## src/rtl/soc_int_source_conditioner_if.sv

```systemverilog
// Interrupt source conditioner signal bundle: raw lines and enables in,
// conditioned triggers and debounced levels out.
interface soc_int_source_conditioner_if;
  logic [31:0] raw_src;
  logic [31:0] chan_en;
  logic [31:0] int_triggers;
  logic [31:0] filt_levels;

  modport master (
    output raw_src,
    output chan_en,
    input  int_triggers,
    input  filt_levels
  );

  modport slave (
    input  raw_src,
    input  chan_en,
    output int_triggers,
    output filt_levels
  );
endinterface

```

## src/rtl/soc_int_source_conditioner.sv

```systemverilog
// Interrupt source conditioner: per-channel synchroniser, debounce filter
// and registered edge/level detection feeding the SoC interrupt controller.
module soc_int_source_conditioner #(
  parameter int unsigned SYNC_STAGES     = 2,
  parameter int unsigned DEBOUNCE_CYCLES = 4,
  parameter logic [63:0] CHAN_MODE       = 64'h5555_5555_5555_5555
) (
  input logic                         clk,
  input logic                         res_n,
  soc_int_source_conditioner_if.slave bus
);

  localparam int unsigned NCH = 32;
  localparam int unsigned CW  = (DEBOUNCE_CYCLES > 0) ? $clog2(DEBOUNCE_CYCLES + 1) : 1;
  localparam int unsigned WW  = $clog2(SYNC_STAGES + 1);

  localparam logic [CW-1:0] CNT_LAST  = CW'(DEBOUNCE_CYCLES - 1);
  localparam logic [WW-1:0] WARM_INIT = WW'(SYNC_STAGES);

  typedef enum logic [1:0] {
    MODE_OFF   = 2'b00,
    MODE_RISE  = 2'b01,
    MODE_FALL  = 2'b10,
    MODE_LEVEL = 2'b11
  } chan_mode_e;

  typedef enum logic {
    ST_WARM = 1'b0,
    ST_RUN  = 1'b1
  } phase_e;

  // ---------------------------------------------------------------------------
  // Synchroniser chain
  // ---------------------------------------------------------------------------
  logic [NCH-1:0] sync_q [SYNC_STAGES];
  logic [NCH-1:0] sync_cur;
  logic [NCH-1:0] sync_next;

  assign sync_cur  = sync_q[SYNC_STAGES-1];
  // Value the last synchroniser flop loads on this edge; tracking channels
  // take it so that filt equals sync right after the clock.
  assign sync_next = sync_q[SYNC_STAGES-2];

  // Shift raw lines through the synchroniser flops
  always_ff @(posedge clk or negedge res_n) begin
    if (!res_n) begin
      for (int unsigned s = 0; s < SYNC_STAGES; s++) begin
        sync_q[s] <= '0;
      end
    end else begin
      sync_q[0] <= bus.raw_src;
      for (int unsigned s = 1; s < SYNC_STAGES; s++) begin
        sync_q[s] <= sync_q[s-1];
      end
    end
  end

  // ---------------------------------------------------------------------------
  // Warm-up phase after reset release
  // ---------------------------------------------------------------------------
  phase_e         phase_q;
  phase_e         phase_d;
  logic [WW-1:0]  warm_cnt_q;
  logic [WW-1:0]  warm_cnt_d;
  logic           warm;

  // Phase and warm-up counter registers
  always_ff @(posedge clk or negedge res_n) begin
    if (!res_n) begin
      phase_q    <= ST_WARM;
      warm_cnt_q <= WARM_INIT;
    end else begin
      phase_q    <= phase_d;
      warm_cnt_q <= warm_cnt_d;
    end
  end

  // Count down SYNC_STAGES clocks, then run
  always_comb begin
    phase_d    = phase_q;
    warm_cnt_d = warm_cnt_q;
    warm       = 1'b0;
    case (phase_q)
      ST_WARM: begin
        warm       = 1'b1;
        warm_cnt_d = warm_cnt_q - WW'(1);
        if (warm_cnt_q == WW'(1)) begin
          phase_d = ST_RUN;
        end
      end
      ST_RUN: begin
        phase_d = ST_RUN;
      end
      default: begin
        phase_d = ST_WARM;
      end
    endcase
  end

  // ---------------------------------------------------------------------------
  // Debounce filter and trigger detection
  // ---------------------------------------------------------------------------
  logic [NCH-1:0] filt_q;
  logic [NCH-1:0] filt_d;
  logic [NCH-1:0] seen_q;   // filt level last presented to the edge detector
  logic [NCH-1:0] seen_d;
  logic [NCH-1:0] trig_q;
  logic [NCH-1:0] trig_d;
  logic [CW-1:0]  cnt_q [NCH];
  logic [CW-1:0]  cnt_d [NCH];

  assign bus.filt_levels  = filt_q;
  assign bus.int_triggers = trig_q;

  // Filter, edge-history and trigger registers
  always_ff @(posedge clk or negedge res_n) begin
    if (!res_n) begin
      filt_q <= '0;
      seen_q <= '0;
      trig_q <= '0;
      for (int unsigned i = 0; i < NCH; i++) begin
        cnt_q[i] <= '0;
      end
    end else begin
      filt_q <= filt_d;
      seen_q <= seen_d;
      trig_q <= trig_d;
      for (int unsigned i = 0; i < NCH; i++) begin
        cnt_q[i] <= cnt_d[i];
      end
    end
  end

  // Per-channel filter update and registered edge/level detection
  always_comb begin
    filt_d = filt_q;
    seen_d = seen_q;
    trig_d = '0;
    for (int unsigned i = 0; i < NCH; i++) begin
      cnt_d[i] = '0;
    end

    for (int unsigned i = 0; i < NCH; i++) begin
      if (warm || !bus.chan_en[i]) begin
        // Silent tracking: the detector history is aligned with the new
        // level so re-enabling or leaving warm-up never yields a stale edge.
        filt_d[i] = sync_next[i];
        seen_d[i] = sync_next[i];
      end else begin
        seen_d[i] = filt_q[i];
        if (DEBOUNCE_CYCLES == 0) begin
          filt_d[i] = sync_cur[i];
        end else if (sync_cur[i] == filt_q[i]) begin
          cnt_d[i] = '0;
        end else if (cnt_q[i] == CNT_LAST) begin
          filt_d[i] = sync_cur[i];
          cnt_d[i]  = '0;
        end else begin
          cnt_d[i] = cnt_q[i] + CW'(1);
        end

        case (chan_mode_e'(CHAN_MODE[2*i +: 2]))
          MODE_RISE:  trig_d[i] = filt_q[i] & ~seen_q[i];
          MODE_FALL:  trig_d[i] = ~filt_q[i] & seen_q[i];
          MODE_LEVEL: trig_d[i] = filt_q[i];
          default:    trig_d[i] = 1'b0;
        endcase
      end
    end
  end

endmodule
```

## src/flat_wrapper.sv

```systemverilog
// flat-port wrapper written by rule: the top's interface ports become plain ports
module soc_int_source_conditioner_flat 
#(
  parameter int unsigned SYNC_STAGES     = 2,
  parameter int unsigned DEBOUNCE_CYCLES = 4,
  parameter logic [63:0] CHAN_MODE       = 64'h5555_5555_5555_5555
)
  (clk, res_n, bus_raw_src, bus_chan_en, bus_int_triggers, bus_filt_levels);
  soc_int_source_conditioner_if bus_i ();
  input logic clk;
  input logic res_n;
  input wire logic [$bits(bus_i.raw_src)-1:0] bus_raw_src;
  input wire logic [$bits(bus_i.chan_en)-1:0] bus_chan_en;
  output wire logic [$bits(bus_i.int_triggers)-1:0] bus_int_triggers;
  output wire logic [$bits(bus_i.filt_levels)-1:0] bus_filt_levels;
  assign bus_i.raw_src = bus_raw_src;
  assign bus_i.chan_en = bus_chan_en;
  assign bus_int_triggers = bus_i.int_triggers;
  assign bus_filt_levels = bus_i.filt_levels;
  soc_int_source_conditioner #(.SYNC_STAGES(SYNC_STAGES), .DEBOUNCE_CYCLES(DEBOUNCE_CYCLES), .CHAN_MODE(CHAN_MODE)) u_core (.clk(clk), .res_n(res_n), .bus(bus_i));
endmodule
```

## config.mk

```make
export PLATFORM = sky130hd
export DESIGN_NAME = soc_int_source_conditioner_flat
export DESIGN_NICKNAME = d
export VERILOG_FILES = /design/src/rtl/soc_int_source_conditioner_if.sv /design/src/rtl/soc_int_source_conditioner.sv /design/src/flat_wrapper.sv
export SDC_FILE = /design/constraint.sdc
export NUM_CORES = 1
export LEC_CHECK = 0
export ABC_AREA = 0
export BUFFER_PORTS_ARGS = -buffer_cell sky130_fd_sc_hd__buf_4
export CORE_MARGIN = 4
export CORE_UTILIZATION = 59
export CTS_BUF_LIST = sky130_fd_sc_hd__clkbuf_2 sky130_fd_sc_hd__clkbuf_4 sky130_fd_sc_hd__clkbuf_8
export DETAILED_ROUTE_END_ITERATION = 6
export PLACE_DENSITY_LB_ADDON = 0.3
export SYNTH_ARGS = -nofsm -noshare
export SYNTH_HDL_FRONTEND = slang
export SYNTH_SLANG_ARGS = --single-unit
```

## constraint.sdc

```tcl
create_clock -name clk -period 1.3 [get_ports clk]
set_input_delay 0 -clock clk [delete_from_list [all_inputs] [get_ports clk]]
set_output_delay 0 -clock clk [all_outputs]
set_load 0.1 [all_outputs]
```

# --- Yosys cells after proc, flatten, opt, wreduce, memory -nomap -nowiden ---
# Index checks and enable logic that the tools add are counted.
totals:
  ff_bits: 259
  inputBits: 66
  output_inout_bits: 64
op_classes:
  add_sub_neg: 33
  n_eq_ne: 97
  n_mux: 259
  bitwise: 65
  reduce_logical: 128
ops:
  columns: ["operator", "count"]
  rows:
  - ["3-bit two-way mux", 96]
  - ["1-bit two-way mux", 162]
  - ["3-bit by 1-bit adder with 3-bit output, second input constant", 32]
  - ["3-bit by 2-bit == test with 1-bit output, second input constant", 32]
  - ["2-bit by 1-bit inequality test with 1-bit output, second input constant", 32]
  - ["2-bit AND reduction", 32]
  - ["2-bit nonzero test", 32]
  - ["1-bit NOT", 33]
  - ["1-bit AND", 32]
  - ["1-bit == test", 32]
  - ["1-bit zero test", 32]
  - ["1-bit logical OR", 32]
  - ["2-bit by 1-bit == test with 1-bit output, second input constant", 1]
  - ["1-bit one-hot mux with 2 select lines", 1]
  - ["2-bit by 1-bit subtractor with 2-bit output, second input constant", 1]

# --- Depth between registers and ports, before layout ---
# Gate-level depths: netlist (run 1).
logic_depth:
  ltp_word: 4
  ltp_mapped: 5
  mapped_depth_nobuf: 4

# --- Worst setup path before layout (run 1) ---
# Ideal clock, no wire load.
synth_path:
  kind: "reg2reg"
  start: "register u_core.filt_q[25], in the netlist u_core.bus.filt_levels[25]"
  end: "register u_core.cnt_q[19] (netlist name)"
  setup_ns: 0.080
  t_arrival_ns: 1.487
  required_time_ns: 1.220
  slack_ns: -0.267
  stages_incl_launch_ff: 4
  n_path_buf: 0
  cell_sequence: "dfrtp_1 xor2_1 nand3_4 nor3b_2"
synth_rtl:
  columns: ["item", "line", "source"]
  rows:
  - ["from (decl)", "soc_int_source_conditioner.sv:103", "logic [NCH-1:0] filt_q;"]
  - ["from (signal assigned)", "soc_int_source_conditioner.sv:125", "filt_q <= filt_d;"]
  - ["to (signal, indexed assignment)", "soc_int_source_conditioner.sv:129", "cnt_q[i] <= cnt_d[i];"]
  - ["to (decl)", "soc_int_source_conditioner.sv:109", "logic [CW-1:0] cnt_q [NCH];"]

# --- Final worst setup path (run 1) ---
layout_path:
  start: "register u_core.cnt_q[0] (netlist name)"
  end: "register u_core.filt_q[31], in the netlist u_core.bus.filt_levels[31]"
layout_via:
  elab_chain_len: 3
layout_lines:
  columns: ["item", "line", "source"]
  rows:
  - ["3-bit by 2-bit == test with 1-bit output", "soc_int_source_conditioner.sv:155", "end else if (cnt_q[i] == CNT_LAST) begin"]
  - ["2-bit nonzero test (no line)", null, null]
  - ["2-bit AND reduction (no line)", null, null]
# No other way between the ends.
# A chain may end at the register's enable or synchronous reset.

==> results of run 1 <==
cell usage after synthesis, types with 2 or more instances:
master / count
and3_1: 3
buf_2: 9
dfrtp_1: 258
ha_1: 33
inv_1: 9
mux2i_1: 32
nand2_1: 93
nand2_2: 3
nand2b_1: 3
nand3_1: 51
nand3_4: 10
nor2_1: 11
nor2b_1: 29
nor3_1: 28
nor3b_1: 63
nor3b_2: 19
nor4b_1: 4
nor4b_2: 2
o21ai_0: 32
xnor2_1: 4
xor2_1: 29
layer usage:
layer | up-vias | global-route usage (%) | part of all wire, %
met5 | - | 0 | 0
met3 | 45 | 4.01 | 4.9
met4 | 0 | 7.56 | 2.5
li1 | 2995 | - | -
met2 | 173 | 39.9 | 54
met1 | 3227 | 25.8 | 39
final cells by class:
type / count / area, sq um / share of cell area, %
clock buffers: 70 / 863 / 6.71
clock inverters: 7 / 87.6 / 0.681
inverters: 9 / 33.8 / 0.263
repair buffers: 206 / 1830 / 14.2
multi-input cells: 452 / 3250 / 25.3
well taps: 216 / 270 / 2.10
flip-flops and latches: 259 / 6530 / 50.7
power groups by stage:
stage | Sequential [mW] | Clock (mW) | Combinational (mW)
after detailed placement | 9.08 | 0 | 2.70
after floorplan | 10.1 | 0 | 0.737
after global routing | 9.00 | 8.17 | 3.08
after global placement | 9.03 | 0 | 2.59
final | 8.95 | 7.59 | 2.86
after CTS | 8.94 | 7.80 | 2.87
flip-flops by register name, indices dropped and copies added (netlist names):
| register | count |
|---|---|
| u_core.bus.filt_levels | 32 |
| u_core.phase_q | 1 |
| u_core.warm_cnt_q | 2 |
| u_core.bus.int_triggers | 32 |
| u_core.sync_cur | 32 |
| u_core.sync_next | 32 |
| u_core.cnt_q | 96 |
| u_core.seen_q | 32 |
worst paths after layout:
| path | to | slack [ps] | cells after the start |
|---|---|---|---|
| worst max-delay path | u_core.bus.filt_levels[31] | 20 | 4 |
| worst min-delay path | u_core.sync_next[30] | 130 | 2 |
| worst max register to register | u_core.bus.filt_levels[31] | 20 | 4 |
| worst min register to register | u_core.sync_cur[9] | 370 | 0 |
| max in group asynchronous | u_core.warm_cnt_q[1] | 120 | 4 |
| min in group asynchronous | u_core.seen_q[12] | 530 | 3 |
placed cells by master (no fill, tap or decap), drive strengths merged, types with 32 or more instances in the layout:
cell         count
dfrtp          258
clkbuf          70
nand2           96
nor3b           82
nand3           61
o21ai           32
dlygate4sd3     66
mux2i           32
buf            140
ha              33
timing repair:
item | 4_1_cts | 5_1_grt
hold endpoints to repair | 482 | 0
gates resized for setup | 6 | 21
endpoints found under the setup margin | 12 | 19
hold buffers | 66 | 0
cells by family after synthesis:
kind of cell	after synthesis	synth area share, %
xor gates and xnor gates	33	2.96
muxes	33	3.39
buffers and inverters	20	1.13
DFF	259	66.3
AOI/OAI and AO/OA	32	1.64
and+or+nand+nor	321	20.4
adders and majority gates	33	4.22
per-stage QoR:
| stage | hold WS, ps | worst slack [ps] | instance area, sq um |
|---|---|---|---|
| after floorplan | -296 | 13.3 | 9820 |
| after global placement | -82.2 | 90.1 | 11200 |
| after detailed placement | -77.4 | -45.7 | 11200 |
| after CTS | 100 | 8.53 | 12800 |
| after global routing | 113 | -37.7 | 12900 |
| final | 135 | 21.0 | 12900 |
==> flow_summary.toml, run 1 <==
[outcome]
status = "completed"

[clocking]
clock-sinks = 259
tritoncts = "yes"
cts_htree_levels = 2
insertion_delay_ps = 510
root_buffer = "clkbuf_8"
clk_pin_slew_worst_paths_ps = 60
cts_made_buffers = 42
postCtsSetupBuffers = 0
clk_path_buf_depth = 3

[drt]
vias_per_cell = 5.28
drt_first_pass_iters = 6
drt-initial-drc-count = 237
postRouteAntennaNets = 0
drt-total-wl_um = 19600
wl_per_cell_um = 16.1
drc = 0
num_vias = 6440

[synthesis]
synth-main-ff-cell = "dfrtp_1"
synth_edf_count = 0
syn_area_per_cell_sq_um = 13.4
synthesis.area_sq_mm = 0.00978
yosysWarnings = 0
yosysSeqAreaShare_pct = 66.3
synth.distinct_cells = 27
synth_nets = 830
synth.top_cell.area_share_pct = 66.0
async_flop_share_pct = 100
ys_ff_latch = 259
netlist_top_cells_area = "dfrtp_1, nor3b_1, ha_1"
syn-instance-count = 731
yosysTopAreaCell = "dfrtp_1"

[pwr]
totalPowerFinal_mw = 19.4
power.share.clock_pct = 39.1
internal_power_mw = 14.1
comb_power_share_pct = 14.8
p_seq_share_pct = 46.1
power.net_switching_mw = 5.30
cellPowerDensity_mw_per_mm2 = 1510
swShare_pct = 27.3
power.leakage_nw = 6.24
peakVddDrop_v = 0.00121

[setup_path]
worst-path-buf-inv = 0
cp_max_fo = 3
crit_family = "flip-flops"
cp_slowest_cell = "dfrtp_1"
cp-end-kind = "register"
startpoint_type = "register"
cp-startpoint = "u_core.cnt_q[0]"
arrival_ps = 1650
path_class = "register to register"
r2r_start = "u_core.cnt_q[0]"
crit_required_ps = 1670
cpPeakStageDelay_ps = 360
path_cells = "ha_1 -> nor2b_4 -> mux2i_1 -> o21ai_0"

[hold_path]
min_path_type = "input pin to register"
min_from = "bus_raw_src[30]"

[timing]
setup_viol = 0
slew_headroom_pct = 75.0
finalSetupTns_ps = 0
finClkSkew_ps = 17.2
final-hold-violation-count = 0
timing.final.crit_share_pct = 98.4
clock.fmax_ghz = 0.782
min_period_ps = 1280
drv_slew = 0
worst_pin_slew_ps = 376

[floorplanning]
die_x_um = 137
start_util_pct = 60.9
core_sq_mm = 0.0161
ios = 130
die_h_um = 137
die_area_sq_mm = 0.0187
rows = 46

[layout]
final_nets = 1069
n_antenna_cell = 0
final_util_pct = 80.1
nFillCells = 900
layoutNonFillerInstCount = 1219
syn2layout_area_growth_pct = 31.6
drive_gt1_share_pct = 30.5

[placement]
io_buffers = 129
gp_congestion = 0.759
post-place-cells = 1076
dp_hpwl_um = 12800

[global_routing]
grt-ovfl-total = 0
gr-usage-all-layers_pct = 21.8
grt_pass1_wl_um = 32600
first_global_vias = 6997
antenna_found_initial = 0
grt_max_degree = 44

[run]
maxCapViolCount = 0
(Power assumes the default switching activity.)
==> run 2: changes to the inputs <==
Settings changed: CORE_UTILIZATION 59 to 54.
Clock period 1.3 ns to 1.05 ns, I/O delays scaled along.
==> flow_summary.toml, run 2 <==
[placement]
gp_congestion = 0.777
pre_cts_slack_ps = -178
dp_hpwl_um = 13400
io_buffers = 129

[clocking]
clk_path_buf_depth = 3
cts_made_buffers = 43
clock-sinks = 259
cts_htree_levels = 2
root_buffer = "clkbuf_8"

[outcome]
haltStage = "global routing (5_1_grt)"
tool.error = "[ERROR DPL-0038] Utilization greater than 100%, impossible to legalize"
status = "aborted with a tool error"

[floorplanning]
die_x_um = 143
rows = 48
start_util_pct = 55.8
ios = 130
die_h_um = 143

[synthesis]
async_flop_share_pct = 100
synth_nets = 830
syn_area_per_cell_sq_um = 13.4
synth-main-ff-cell = "dfrtp_1"
synth_edf_count = 0
synthesis.area_sq_mm = 0.00978
synth.top_cell.area_share_pct = 66.0
netlist_top_cells_area = "dfrtp_1, nor3b_1, ha_1"
yosysMostFrequentCell = "dfrtp_1"
ys_ff_latch = 259
synth.distinct_cells = 27
yosysWarnings = 0
ys_top_cells_by_count = "dfrtp_1, nand2_1, nor3b_1"
yosysTopAreaCell = "dfrtp_1"
syn-instance-count = 731
yosysSeqAreaShare_pct = 66.3

[timing]
worst-ep-kind = "top-level output"
worstEndpointGrtRepair = "bus_filt_levels[13]"

[global_routing]
grt_max_degree = 54
==> run 2: repair_timing <==
| action | 4_1_cts |
|---|---|
| pin swaps | 91 |
| hold endpoints to repair | 483 |
| endpoints found under the setup margin | 221 |
| setup buffers | 98 |
| gates cloned | 10 |
| hold buffers | 65 |
| gates resized for setup | 556 |
==> run 2: stage by stage <==
step | util, % | setup TNS [ps] | cell area [sq um] | instances | hold WS (ps)
2_1_floorplan | - | -7660 | 10100 | 731 | -296
3_3_place_gp | 68.1 | -3240 | 11900 | 1147 | -120
4_1_cts | 96.5 | -30550 | 16900 | 1396 | -103
3_5_place_dp | 68.1 | -10440 | 11900 | 1147 | -114
==> run 2: kinds of logic after synthesis <==
family | count (synthesis) | synth area share (%)
AOI/OAI and AO/OA | 32 | 1.64
xor gates and xnor gates | 33 | 2.96
adders and majority gates | 33 | 4.22
buffers and inverters | 20 | 1.13
DFF | 259 | 66.3
muxes | 33 | 3.39
and+or+nand+nor | 321 | 20.4
==> run 3: changes to the inputs <==
Settings changed: CORE_UTILIZATION 54 to 40, CTS_BUF_LIST sky130_fd_sc_hd__clkbuf_2 sky130_fd_sc_hd__clkbuf_4 sky130_fd_sc_hd__clkbuf_8 to default, PLACE_DENSITY_LB_ADDON 0.3 to 0.15.
Clock period 1.05 ns to 1.4 ns, I/O delays scaled along.
==> flow_summary.toml, run 3 (synthesis results as in run 1) <==
[layout]
layout_commonest_cell = "dfrtp_1"
final_nets = 1059
n_antenna_cell = 0
drive_gt1_share_pct = 27.0
syn2layout_area_growth_pct = 33.3
final_util_pct = 54.9
final_cell_mix = "dfrtp_1, buf_4, nand2_1, dlygate4sd3_1, nor3b_1"
layoutNonFillerInstCount = 1300
top_register = "u_core.cnt_q"
largest_register_ffs = 96

[timing]
finalSetupTns_ps = 0
final-hold-violation-count = 0
worst_pin_slew_ps = 502
rsz0062_at_grt = "false"
timing.final.crit_share_pct = 89.4
drv_slew = 0
slew_headroom_pct = 66.6
clock.fmax_ghz = 0.799
min_period_ps = 1250
setup_viol = 0
finClkSkew_ps = 13.5

[pwr]
power.leakage_nw = 6.26
internal_power_mw = 14.1
comb_power_share_pct = 13.7
peakVddDrop_v = 0.00124
cellPowerDensity_mw_per_mm2 = 1460
swShare_pct = 25.9
power.share.clock_pct = 42.7
power.net_switching_mw = 4.92
p_seq_share_pct = 43.6
totalPowerFinal_mw = 19.0

[clocking]
postCtsSetupBuffers = 0
clock-sinks = 259
insertion_delay_ps = 520
clk_pin_slew_worst_paths_ps = 60
root_buffer = "clkbuf_16"
tritoncts = "yes"
cts_htree_levels = 1
clk_path_buf_depth = 3
cts_made_buffers = 28

[drt]
num_vias = 6055
drt-total-wl_um = 17600
route.met2.wl_um = 8170
drc = 0
postRouteAntennaNets = 0
drt-initial-drc-count = 241
drt_first_pass_iters = 4
highest_layer = "met4"
wl_per_cell_um = 13.5
wl_met1_um = 8010
vias_per_cell = 4.66
met3_length_um = 935

[setup_path]
startpoint_type = "register"
crit_required_ps = 1800
r2r_start = "u_core.cnt_q[48]"
cp_max_fo = 3
ff2ff_setup_slack_ps = 150
r2r-end = "u_core.bus.filt_levels[15]"
ff2ff_path_depth = 4
path_class = "register to register"
arrival_ps = 1650
cp-end-kind = "register"

[global_routing]
grt-ovfl-total = 0
grt_pass1_wl_um = 30800
grt_max_degree = 56
antenna_found_initial = 0
gr-usage-all-layers_pct = 13.7
first_global_vias = 6444

[placement]
gp_congestion = 0.722
post-place-cells = 1184
io_buffers = 129
dp_hpwl_um = 11600

[floorplanning]
rows = 56
die_h_um = 164
die_area_sq_mm = 0.0270
start_util_pct = 41.2
die_x_um = 164
ios = 130
core_sq_mm = 0.0238

[outcome]
status = "completed"

[run]
maxCapViolCount = 0

[hold_path]
min_path_type = "input pin to async pin"
-- run 3: cell type report --
cell class	instances	area, sq um
fillers	1974	10700
flip-flops and latches	259	6530
multi-input cells	452	3190
repair buffers	210	1830
clock buffers	43	888
well taps	319	399
clock inverters	8	165
inverters	9	33.8
-- run 3: timing repair --
| item | CTS | global route |
|---|---|---|
| hold endpoints to repair | 483 | 0 |
| endpoints found under the setup margin | 0 | 1 |
| resized for setup | 0 | 1 |
| hold buffers | 65 | 0 |
-- run 3: power by group through the flow --
| stage | combinational, mW | sequential (mW) | clock [mW] |
|---|---|---|---|
| final | 2.60 | 8.29 | 8.11 |
| after global routing | 2.83 | 8.36 | 8.73 |
| after CTS | 2.64 | 8.30 | 8.41 |
| after detailed placement | 2.49 | 8.43 | 0 |
| after global placement | 2.47 | 8.42 | 0 |
| after floorplan | 0.684 | 9.40 | 0 |
-- run 3: worst max path at each step --
stage / start / endpoint / depth (start not counted)
6_report: u_core.cnt_q[48] / u_core.bus.filt_levels[15] / 4
5_1_grt: u_core.cnt_q[36] / u_core.bus.filt_levels[19] / 4
4_1_cts: u_core.bus.filt_levels[22] / bus_filt_levels[22] / 1
3_5_place_dp: u_core.cnt_q[30] / u_core.bus.filt_levels[21] / 4
3_3_place_gp: u_core.cnt_q[48] / u_core.bus.filt_levels[15] / 4
2_1_floorplan: u_core.bus.filt_levels[25] / u_core.cnt_q[19] / 3
-- run 3: metal layers --
| metal | track usage (%) | vias up |
|---|---|---|
| met3 | 2.91 | 36 |
| met2 | 22.7 | 121 |
| met1 | 18.5 | 2920 |
| met5 | 0 | - |
| li1 | - | 2978 |
| met4 | 3.66 | 0 |
-- run 3: worst max-delay path, cell delays in order (launching register included) --
cell and delay [ps]:
dfrtp_1 360, ha_1 180, nor2b_1 280, mux2i_1 230
o21ai_0 90
-- run 3: through the flow --
| stage | hold slack, ps | setup WS (ps) | area, sq um |
|---|---|---|---|
| 6_report | 20.5 | 148 | 13000 |
| 5_1_grt | 46.9 | 17.6 | 13000 |
| 4_1_cts | 15.7 | 113 | 13000 |
| 3_5_place_dp | -19.6 | 144 | 11300 |
| 3_3_place_gp | -17.5 | 167 | 11300 |
| 2_1_floorplan | -296 | 113 | 9820 |
